<file path="src/rtl/stream_demux_pkg.sv">
// Shared definitions for the stream_demux slice.
//   N_OUT_MIN / N_OUT_MAX : legal range for the number of demux outputs.
//   state_t               : packet-tracking FSM states.
package stream_demux_pkg;

    localparam int unsigned N_OUT_MIN = 2;
    localparam int unsigned N_OUT_MAX = 16;

    typedef enum logic [1:0] {
        S_IDLE  = 2'd0,
        S_ROUTE = 2'd1,
        S_DROP  = 2'd2
    } state_t;

endpackage

</file>
<file path="src/rtl/demux_slot.sv">
// One-entry valid/ready register stage used for each demux output.
//   clk, rst_n          : clock, asynchronous active-low reset
//   load                : write ld_data/ld_last into the stage this cycle
//   ld_data, ld_last    : beat to be stored
//   out_ready           : downstream consumer ready
//   out_valid, out_data,
//   out_last            : registered beat presented downstream
//   can_load            : stage is empty or is being drained this cycle
module demux_slot #(
    parameter int unsigned DATA_W = 8
) (
    input  logic              clk,
    input  logic              rst_n,
    input  logic              load,
    input  logic [DATA_W-1:0] ld_data,
    input  logic              ld_last,
    input  logic              out_ready,
    output logic              out_valid,
    output logic [DATA_W-1:0] out_data,
    output logic              out_last,
    output logic              can_load
);

    assign can_load = !out_valid || out_ready;

    // A load in the same cycle as a drain replaces the old beat and keeps valid high.
    always_ff @(posedge clk or negedge rst_n) begin
        if (!rst_n) begin
            out_valid <= 1'b0;
            out_data  <= '0;
            out_last  <= 1'b0;
        end else if (load) begin
            out_valid <= 1'b1;
            out_data  <= ld_data;
            out_last  <= ld_last;
        end else if (out_ready) begin
            out_valid <= 1'b0;
        end
    end

endmodule

</file>
<file path="src/rtl/stream_demux.sv">
// Packet-aware 1-to-N stream demultiplexer.
// The destination (in_sel) is sampled on the first beat of a packet and locked
// until the last beat; packets with an out-of-range select are swallowed and
// flagged on err_sel. Each output has its own one-entry register stage, so a
// stalled output never blocks the others from draining.
//   clk, rst_n                     : clock, asynchronous active-low reset
//   in_data/in_sel/in_last/in_valid: input stream, in_ready back-pressure
//   out_data/out_last/out_valid    : per-output streams (output k at [k*DATA_W +: DATA_W])
//   out_ready                      : per-output ready
//   err_sel                        : one-cycle pulse per packet with illegal select
//   busy                           : a packet is in progress
module stream_demux
    import stream_demux_pkg::*;
#(
    parameter int unsigned DATA_W = 8,
    parameter int unsigned N_OUT  = 4,
    parameter int unsigned SEL_W  = $clog2(N_OUT)
) (
    input  logic                    clk,
    input  logic                    rst_n,
    input  logic [DATA_W-1:0]       in_data,
    input  logic [SEL_W-1:0]        in_sel,
    input  logic                    in_last,
    input  logic                    in_valid,
    output logic                    in_ready,
    output logic [N_OUT*DATA_W-1:0] out_data,
    output logic [N_OUT-1:0]        out_last,
    output logic [N_OUT-1:0]        out_valid,
    input  logic [N_OUT-1:0]        out_ready,
    output logic                    err_sel,
    output logic                    busy
);

    state_t             state_q, state_d;
    logic [SEL_W-1:0]   sel_q;
    logic [SEL_W-1:0]   tgt;
    logic               sel_legal;
    logic               tgt_can_load;
    logic               route_beat;
    logic               accept;
    logic [N_OUT-1:0]   load;
    logic [N_OUT-1:0]   can_load;

    // Extra bit so N_OUT itself is representable when N_OUT is a power of two.
    assign sel_legal = ({1'b0, in_sel} < (SEL_W+1)'(N_OUT));
    assign tgt       = (state_q == S_IDLE) ? in_sel : sel_q;
    assign busy      = (state_q != S_IDLE);

    // Decoded lookup instead of can_load[tgt] so an illegal tgt never indexes out of range.
    always_comb begin
        tgt_can_load = 1'b0;
        for (int unsigned k = 0; k < N_OUT; k++) begin
            if (tgt == SEL_W'(k)) begin
                tgt_can_load = can_load[k];
            end
        end
    end

    always_comb begin
        in_ready   = 1'b1;
        route_beat = 1'b0;
        case (state_q)
            S_IDLE: begin
                route_beat = sel_legal;
                in_ready   = sel_legal ? tgt_can_load : 1'b1;
            end
            S_ROUTE: begin
                route_beat = 1'b1;
                in_ready   = tgt_can_load;
            end
            default: begin
                route_beat = 1'b0;
                in_ready   = 1'b1;
            end
        endcase
    end

    assign accept = in_valid && in_ready;

    always_comb begin
        load = '0;
        for (int unsigned k = 0; k < N_OUT; k++) begin
            load[k] = accept && route_beat && (tgt == SEL_W'(k));
        end
    end

    always_comb begin
        state_d = state_q;
        if (accept) begin
            case (state_q)
                S_IDLE: begin
                    if (!in_last) begin
                        state_d = sel_legal ? S_ROUTE : S_DROP;
                    end
                end
                default: begin
                    if (in_last) begin
                        state_d = S_IDLE;
                    end
                end
            endcase
        end
    end

    always_ff @(posedge clk or negedge rst_n) begin
        if (!rst_n) begin
            state_q <= S_IDLE;
            sel_q   <= '0;
            err_sel <= 1'b0;
        end else begin
            state_q <= state_d;
            err_sel <= accept && (state_q == S_IDLE) && !sel_legal;
            if (accept && (state_q == S_IDLE) && sel_legal) begin
                sel_q <= in_sel;
            end
        end
    end

    for (genvar k = 0; k < N_OUT; k++) begin : g_slot
        demux_slot #(
            .DATA_W (DATA_W)
        ) u_slot (
            .clk       (clk),
            .rst_n     (rst_n),
            .load      (load[k]),
            .ld_data   (in_data),
            .ld_last   (in_last),
            .out_ready (out_ready[k]),
            .out_valid (out_valid[k]),
            .out_data  (out_data[k*DATA_W +: DATA_W]),
            .out_last  (out_last[k]),
            .can_load  (can_load[k])
        );
    end

endmodule
</file>
<file path="config.mk">
export PLATFORM = sky130hd
export DESIGN_NAME = stream_demux
export DESIGN_NICKNAME = d
export VERILOG_FILES = /design/src/rtl/stream_demux_pkg.sv /design/src/rtl/demux_slot.sv /design/src/rtl/stream_demux.sv
export SDC_FILE = /design/constraint.sdc
export NUM_CORES = 1
export LEC_CHECK = 0
export CORE_AREA = 2 2 83 85
export CTS_CLUSTER_DIAMETER = 50
export DETAILED_ROUTE_END_ITERATION = 7
export DIE_AREA = 0 0 85 87
export DONT_BUFFER_PORTS = 1
export PLACE_DENSITY = 0.44
export SLEW_MARGIN = 40
export SYNTH_ARGS = -nofsm -noshare
export SYNTH_HDL_FRONTEND = slang
export SYNTH_HIERARCHICAL = 1
export SYNTH_SLANG_ARGS = --single-unit
</file>
<file path="constraint.sdc">
create_clock -name clk -period 1.79 [get_ports clk]
set_input_delay 0.358 -clock clk [delete_from_list [all_inputs] [get_ports clk]]
set_output_delay 0.358 -clock clk [all_outputs]
set_load 0.02 [all_outputs]
</file>
==> flow_metrics.env <==
export IMPL_avgSynthCellArea_um2=16.54
export IMPL_row_count=30
export IMPL_layout_commonest_cell="dfrtp_1"
export IMPL_grt_first_pass_wirelength_um=6306
export IMPL_place_congestion=0.8394
export IMPL_track_usage_pct=11.31
export IMPL_die_height_um=87
export IMPL_violations="setup timing"
export IMPL_maxCapViolations=0
export IMPL_yosys_area_share_simple_pct=5.906
export IMPL_clock_sinks=43
export IMPL_dp_hpwl_um=2842
export IMPL_whs_ns=0.1571
export IMPL_start_util_pct=28.70
export IMPL_synth_compound_area_share_pct=1.261
export IMPL_p_per_area_mw_per_mm2=2064
export IMPL_syn_area_mm2=0.001886
export IMPL_postRouteAntennaNets=0
export IMPL_synth_xor_area_share_pct=0
export IMPL_grt_max_degree=44
export IMPL_critical_path_cell_chain="mux2i_4 -> mux4_2"
export IMPL_skew_ns=0.009445
export IMPL_status="complete, but fails checks"
export IMPL_cts_tree="done"
export IMPL_power_total_w=0.004828
export IMPL_diodes=0
export IMPL_period_share_pct=107.8
export IMPL_critPathArrivalTime_ns=1.57
export IMPL_die_area_mm2=0.007395
export IMPL_crit_slowest_cell="mux4_2"
export IMPL_finalWirelength_um=4168
export IMPL_gr_total_overflow=0
export IMPL_fill_cells=631
export IMPL_peakVddDrop_v=0.0006431
export IMPL_crit_type="reg2out"
export IMPL_fmax_mhz=518.3
export IMPL_fin_area_mm2=0.002338
export IMPL_area_delta_synth_final_pct=24.02
export IMPL_h_tree_depth=2
export IMPL_synth_seq_cells=43
export IMPL_setup_viol=17
export IMPL_muxShareOfSynthArea_pct=32.78
export IMPL_seq_area_frac_synth_pct=57.07
export IMPL_core_area_mm2=0.006569
export IMPL_synth_top_family_by_area="multiplexers"
export IMPL_clkTransAtPathRegs_ns=0.08
export IMPL_final_nets=151
export IMPL_fin_ws_ns=-0.1392
export IMPL_numCtsBuffers=5
export IMPL_dieWidth_um=85
export IMPL_antenna_found_initial=0
export IMPL_drive_above_1_share_pct=52.24
export IMPL_syn_inst=114
export IMPL_clk_path_buf_depth=2
export IMPL_final_cell_mix="dfrtp_1 (42), mux2_4 (36), buf_4 (9)"
export IMPL_worstPathRequired_ns=1.43
export IMPL_io_buffers=0
export IMPL_dp_slack_ns=0.04366
export IMPL_slew_viol_final=0
export IMPL_first_pass_iters=2
export IMPL_synth_nets=132
export IMPL_root_buffer="clkbuf_8"
export IMPL_yosysTopAreaCell="dfrtp_1"
export IMPL_post_route_min_period_ns=1.929
export IMPL_placed_cell_area_mm2=0.002072
export IMPL_synth_adder_area_share_pct=0
export IMPL_vias_per_cell=4.579
export IMPL_slowest_delay_ns=0.63
export IMPL_synth_top_cell_area_share_pct=57.07
export IMPL_path_max_fanout=3
export IMPL_clock_latency_ns=0.29
export IMPL_cellLeakagePower_nw=1.050
export IMPL_route_detailed_drc=0
export IMPL_hold_viol=0
export IMPL_hp_class="in2reg"
export IMPL_rsz0062_at_grt="yes"
export IMPL_cp_start_kind="flop"
export IMPL_ys_top_cells_by_area="dfrtp_1 (57%), mux2_4 (29%), nand2b_1 (3.0%)"
export IMPL_synth_cell_types=19
export IMPL_wl_per_cell_um=19.48
export IMPL_vias=980
export IMPL_yosysWarnings=6
export IMPL_ios=61
export IMPL_drt_iter0_drc=13
export IMPL_grt_pass1_vias=1136
export IMPL_end_kind="output pin"
==> worst max-delay path: cells and delay by family, from the launching register on <==
family	cells	cell delay, ns
DFF	1	0.40
muxes	2	0.88
==> metrics by stage <==
step,instances,utilization (%),TNS [ns]
3_3_place_gp,201,31.54,0
2_1_floorplan,114,-,0
3_5_place_dp,201,31.54,0
6_report,214,35.60,-0.8485
5_1_grt,214,35.60,-2.125
4_1_cts,213,34.65,-0.4612
==> what timing repair did <==
item                       in CTS  in global routing
buffers inserted                2                  0
setup endpoints to repair       1                 32
gates cloned                    0                  1
hold endpoints to repair       43                  0
pin swaps                       0                  2
resized for setup               4                  7
hold buffers                    2                  0
==> cell usage after synthesis, drive strengths merged <==
cell type / count
a21oi: 1
a31oi: 1
buf: 5
conb: 1
dfrtp: 43
mux2: 37
mux2i: 4
mux4: 1
nand2: 3
nand2b: 9
nand3b: 1
nor2: 3
nor3b: 2
o21a: 1
o21ai: 1
or4b: 1
==> cell type report <==
type	count	area (um^2)	share of cell area (%)
repair buffers	17	212.7	9.096
multi-input cells	66	815.8	34.88
clock buffers	6	72.57	3.103
well taps	80	100.1	4.280
clock inverters	2	60.06	2.568
flip-flops and latches	43	1077	46.07
==> routing by layer <==
layer  vias up  GRT usage (%)  wire (um)
met3         2          5.403        381
met1       507          13.70       1734
met2        40          18.11       2033
met5         -              0          0
li1        431              -          -
met4         0          3.030         19
==> cell families (layout without fill, tap and decap cells) <==
group | after synthesis | in the layout
flops | 43 | 43
mux | 42 | 42
simple gates | 19 | 19
buf+inv | 5 | 25
compound gates | 4 | 4
other cells | 1 | 1
==> final timing paths <==
path | start | endpoint | slack (ns) | cells past startpoint
setup / recovery | state_q[0]$_DFFE_PN0P_ | in_ready | -0.14 | 2
min in group asynchronous | rst_n | g_slot[1].u_slot/out_valid$_DFFE_PN0P_ | 0.57 | 2
hold / removal | in_valid | state_q[0]$_DFFE_PN0P_ | 0.16 | 1
hold reg to reg | sel_q[0]$_DFFE_PN0P_ | sel_q[0]$_DFFE_PN0P_ | 0.59 | 1
setup reg to reg | state_q[0]$_DFFE_PN0P_ | g_slot[1].u_slot/out_data[6]$_DFFE_PN0P_ | -0.08 | 6
max in group asynchronous | rst_n | state_q[0]$_DFFE_PN0P_ | 1.02 | 2
==> registers in the layout (all words and copies together), names as in the netlist <==
name and cells:
g_slot.u_slot/out_data 32, g_slot.u_slot/out_last 4, g_slot.u_slot/out_valid 4, sel_q 2, state_q 1
==> report_power, final <==
group          switching, W  total, W  internal [W]
combinational      0.000540   0.00158       0.00104
clock              0.000326  0.000884      0.000558
sequential         0.000908   0.00237       0.00146
No activity file was read; power rests on OpenSTA's default activity.
==> variant: new RTL, config.mk and constraints unchanged <==
`DATA_W` is set to 8 in 2 places; all go to 7.
--- a/src/rtl/demux_slot.sv
+++ b/src/rtl/demux_slot.sv
@@ -8,5 +8,5 @@
 //   can_load            : stage is empty or is being drained this cycle
 module demux_slot #(
-    parameter int unsigned DATA_W = 8
+    parameter int unsigned DATA_W = 7
 ) (
     input  logic              clk,
--- a/src/rtl/stream_demux.sv
+++ b/src/rtl/stream_demux.sv
@@ -13,5 +13,5 @@
     import stream_demux_pkg::*;
 #(
-    parameter int unsigned DATA_W = 8,
+    parameter int unsigned DATA_W = 7,
     parameter int unsigned N_OUT  = 4,
     parameter int unsigned SEL_W  = $clog2(N_OUT)
Interface: changed (resized in_data and out_data); port bits go from 61 to 56. No check against the original RTL was run, so the function may have changed too.
==> variant against the unedited design <==
The run still ends with setup timing left; sequential cell count down 4; wire length down 5.0%; synthesized cell count is 7.0% lower; synthesized area down 8.5%; worst setup slack better by 2.9 ps; worst hold slack improved by 9.3 ps; total power fell by 12%; design area shrank 8.6%; critical path type unchanged; critical endpoint unchanged; highest routed layer unchanged.
==> variant: results (changes against the unedited design) <==
### Cells and area
* **registers with the most flip-flops** g_slot.u_slot/out_data: 28 flops, g_slot.u_slot/out_last: 4 flops, g_slot.u_slot/out_valid: 4 flops
* **share of layout cells above drive strength 1** 0.5276, +0.005171
* **final net count** 143, -5.3%
* **total of fill cells in the finished design** 643, +1.9%
* **flip-flop count of the largest register, all copies and words added** 28, -13%

### Place
* **routability congestion estimate** 0.7847, -6.5%
* **half-perimeter wire length after placement** 2.695 mm, -5.2%
* **placed standard-cell area** 1919 um^2, -7.4%
* **number of placed cells counting well taps** 194, -3.5%
* **placement-stage worst setup slack** 41.07 ps, -2.587 ps

### Pwr
* **reported combinational group power** 0.00148 W, -6%
* **Worst VDD drop** 0.6561 mV, +2.0%
* **clock network power** 0.000615 W, -30%
* **switching fraction of total power** 0.3862, +0.01839
* **leakage power** 0.9567 nW, -8.9%
* **power density normalized to cell area** 1982 nW/um^2, -4.0%

### Global routing
* **vias in the first global route** 1,088, -4.2%
* **wire length of the first global-routing pass** 6.230 mm, -1.2%
* **largest net degree at the start of global routing** 40, -9.1%
* **GRT Resource Usage Total** 0.1129, -0.0001785

### Synthesis
* **number of instances in the synthesized netlist** 106, -7.0%
* **Post-Syn Nets** 123, -6.8%
* **total of warnings raised by yosys** 6, unchanged
* **Synth top area share** 0.5656, -0.005043
* **number of distinct library cell variants in the gate-level netlist after synthesis** 19, unchanged
* **post-synthesis async set-or-reset flop share** 1.000, unchanged
* **sequential cell area fraction in the yosys report** 0.5656, -0.005043
* **top cell types by occurrence after synthesis** 39 x dfrtp_1, 32 x mux2_4, 9 x nand2b_1
* **largest cells by area after synthesis** dfrtp_1 57%, mux2_4 28%, nand2b_1 3.3%, buf_6 2.6%, mux2i_1 1.7%

### Hold path
* **hold crit path type** input port to flop

### STA
* **summed negative setup slack over all endpoints** -670.2 ps, +178.3 ps
* **final worst clock skew** 8.936 ps, -0.5082 ps
* **final setup violating endpoints** 9, -8
* **crit path setup slack, layout** -136.4 ps, +2.885 ps

### Route
* **total via count in the routed design** 937, -4.4%
* **detailed-route wire length** 3.960 mm, -5.0%
* **detail-routed via count per cell** 4.527, -1.2%
* **drt first pass iters** 4, +2
* **number of DRC markers after the initial detailed-route iteration** 31, +18

### Clock network
* **Post-CTS Resized** 3, -1
* **worst-case clock buffer depth** 2, unchanged
* **post-CTS repair timing setup buffer count** 2, unchanged
* **H-tree Lvls** 2, unchanged

### Outcome
* **failing checks** setup timing
* **result of the run** finished with violations

### Worst setup path
* **CP max stage cell** mux4_2

==> variant: changes by cell type in the layout (fill, tap and decap cells not counted), sizes merged <==
| cell | before | now |
|---|---|---|
| dfrtp | 43 | 39 |
| buf | 15 | 16 |
| bufinv | 2 | 0 |
| mux2 | 37 | 33 |
| clkinv | 0 | 1 |
| clkbuf | 7 | 8 |
==> variant: cell type report <==
| type | instances | area, um^2 | area share |
|---|---|---|---|
| flip-flops and latches | 39 | 977.2 | 0.4573 |
| clock inverters | 1 | 8.758 | 0.004098 |
| clock buffers | 7 | 86.33 | 0.04040 |
| well taps | 80 | 100.1 | 0.04684 |
| repair buffers | 18 | 209.0 | 0.09777 |
| multi-input cells | 62 | 755.7 | 0.3536 |
==> variant: per-layer routing <==
layer / routed length [um] / global-route usage / up-vias / part of all wire
met2: 1840 / 0.1697 / 50 / 0.46
met4: 97 / 0.04618 / 0 / 0.024
met1: 1698 / 0.1467 / 471 / 0.43
met3: 323 / 0.04265 / 10 / 0.082
li1: - / - / 406 / -
met5: 0 / 0 / - / 0
==> variant: logic make-up after synthesis <==
group | after synthesis | share of synthesized area
compound gates | 4 | 0.01378
buf+inv | 5 | 0.03046
flops | 39 | 0.5656
mux | 38 | 0.3234
other cells | 1 | 0.002173
simple gates | 19 | 0.06454
==> variant: worst paths after layout <==
| kind | start | slack (ps) | endpoint | cells past startpoint |
|---|---|---|---|---|
| worst max-delay path | state_q[0] | -140 | in_ready | 2 |
| worst min-delay path | in_valid | 170 | state_q[0] | 1 |
| worst max register to register | state_q[0] | -90 | g_slot[3].u_slot/out_data[1] | 6 |
| worst min register to register | sel_q[1] | 570 | sel_q[1] | 1 |
| max in group asynchronous | rst_n | 1050 | g_slot[2].u_slot/out_last | 2 |
| min in group asynchronous | rst_n | 550 | g_slot[3].u_slot/out_valid | 2 |
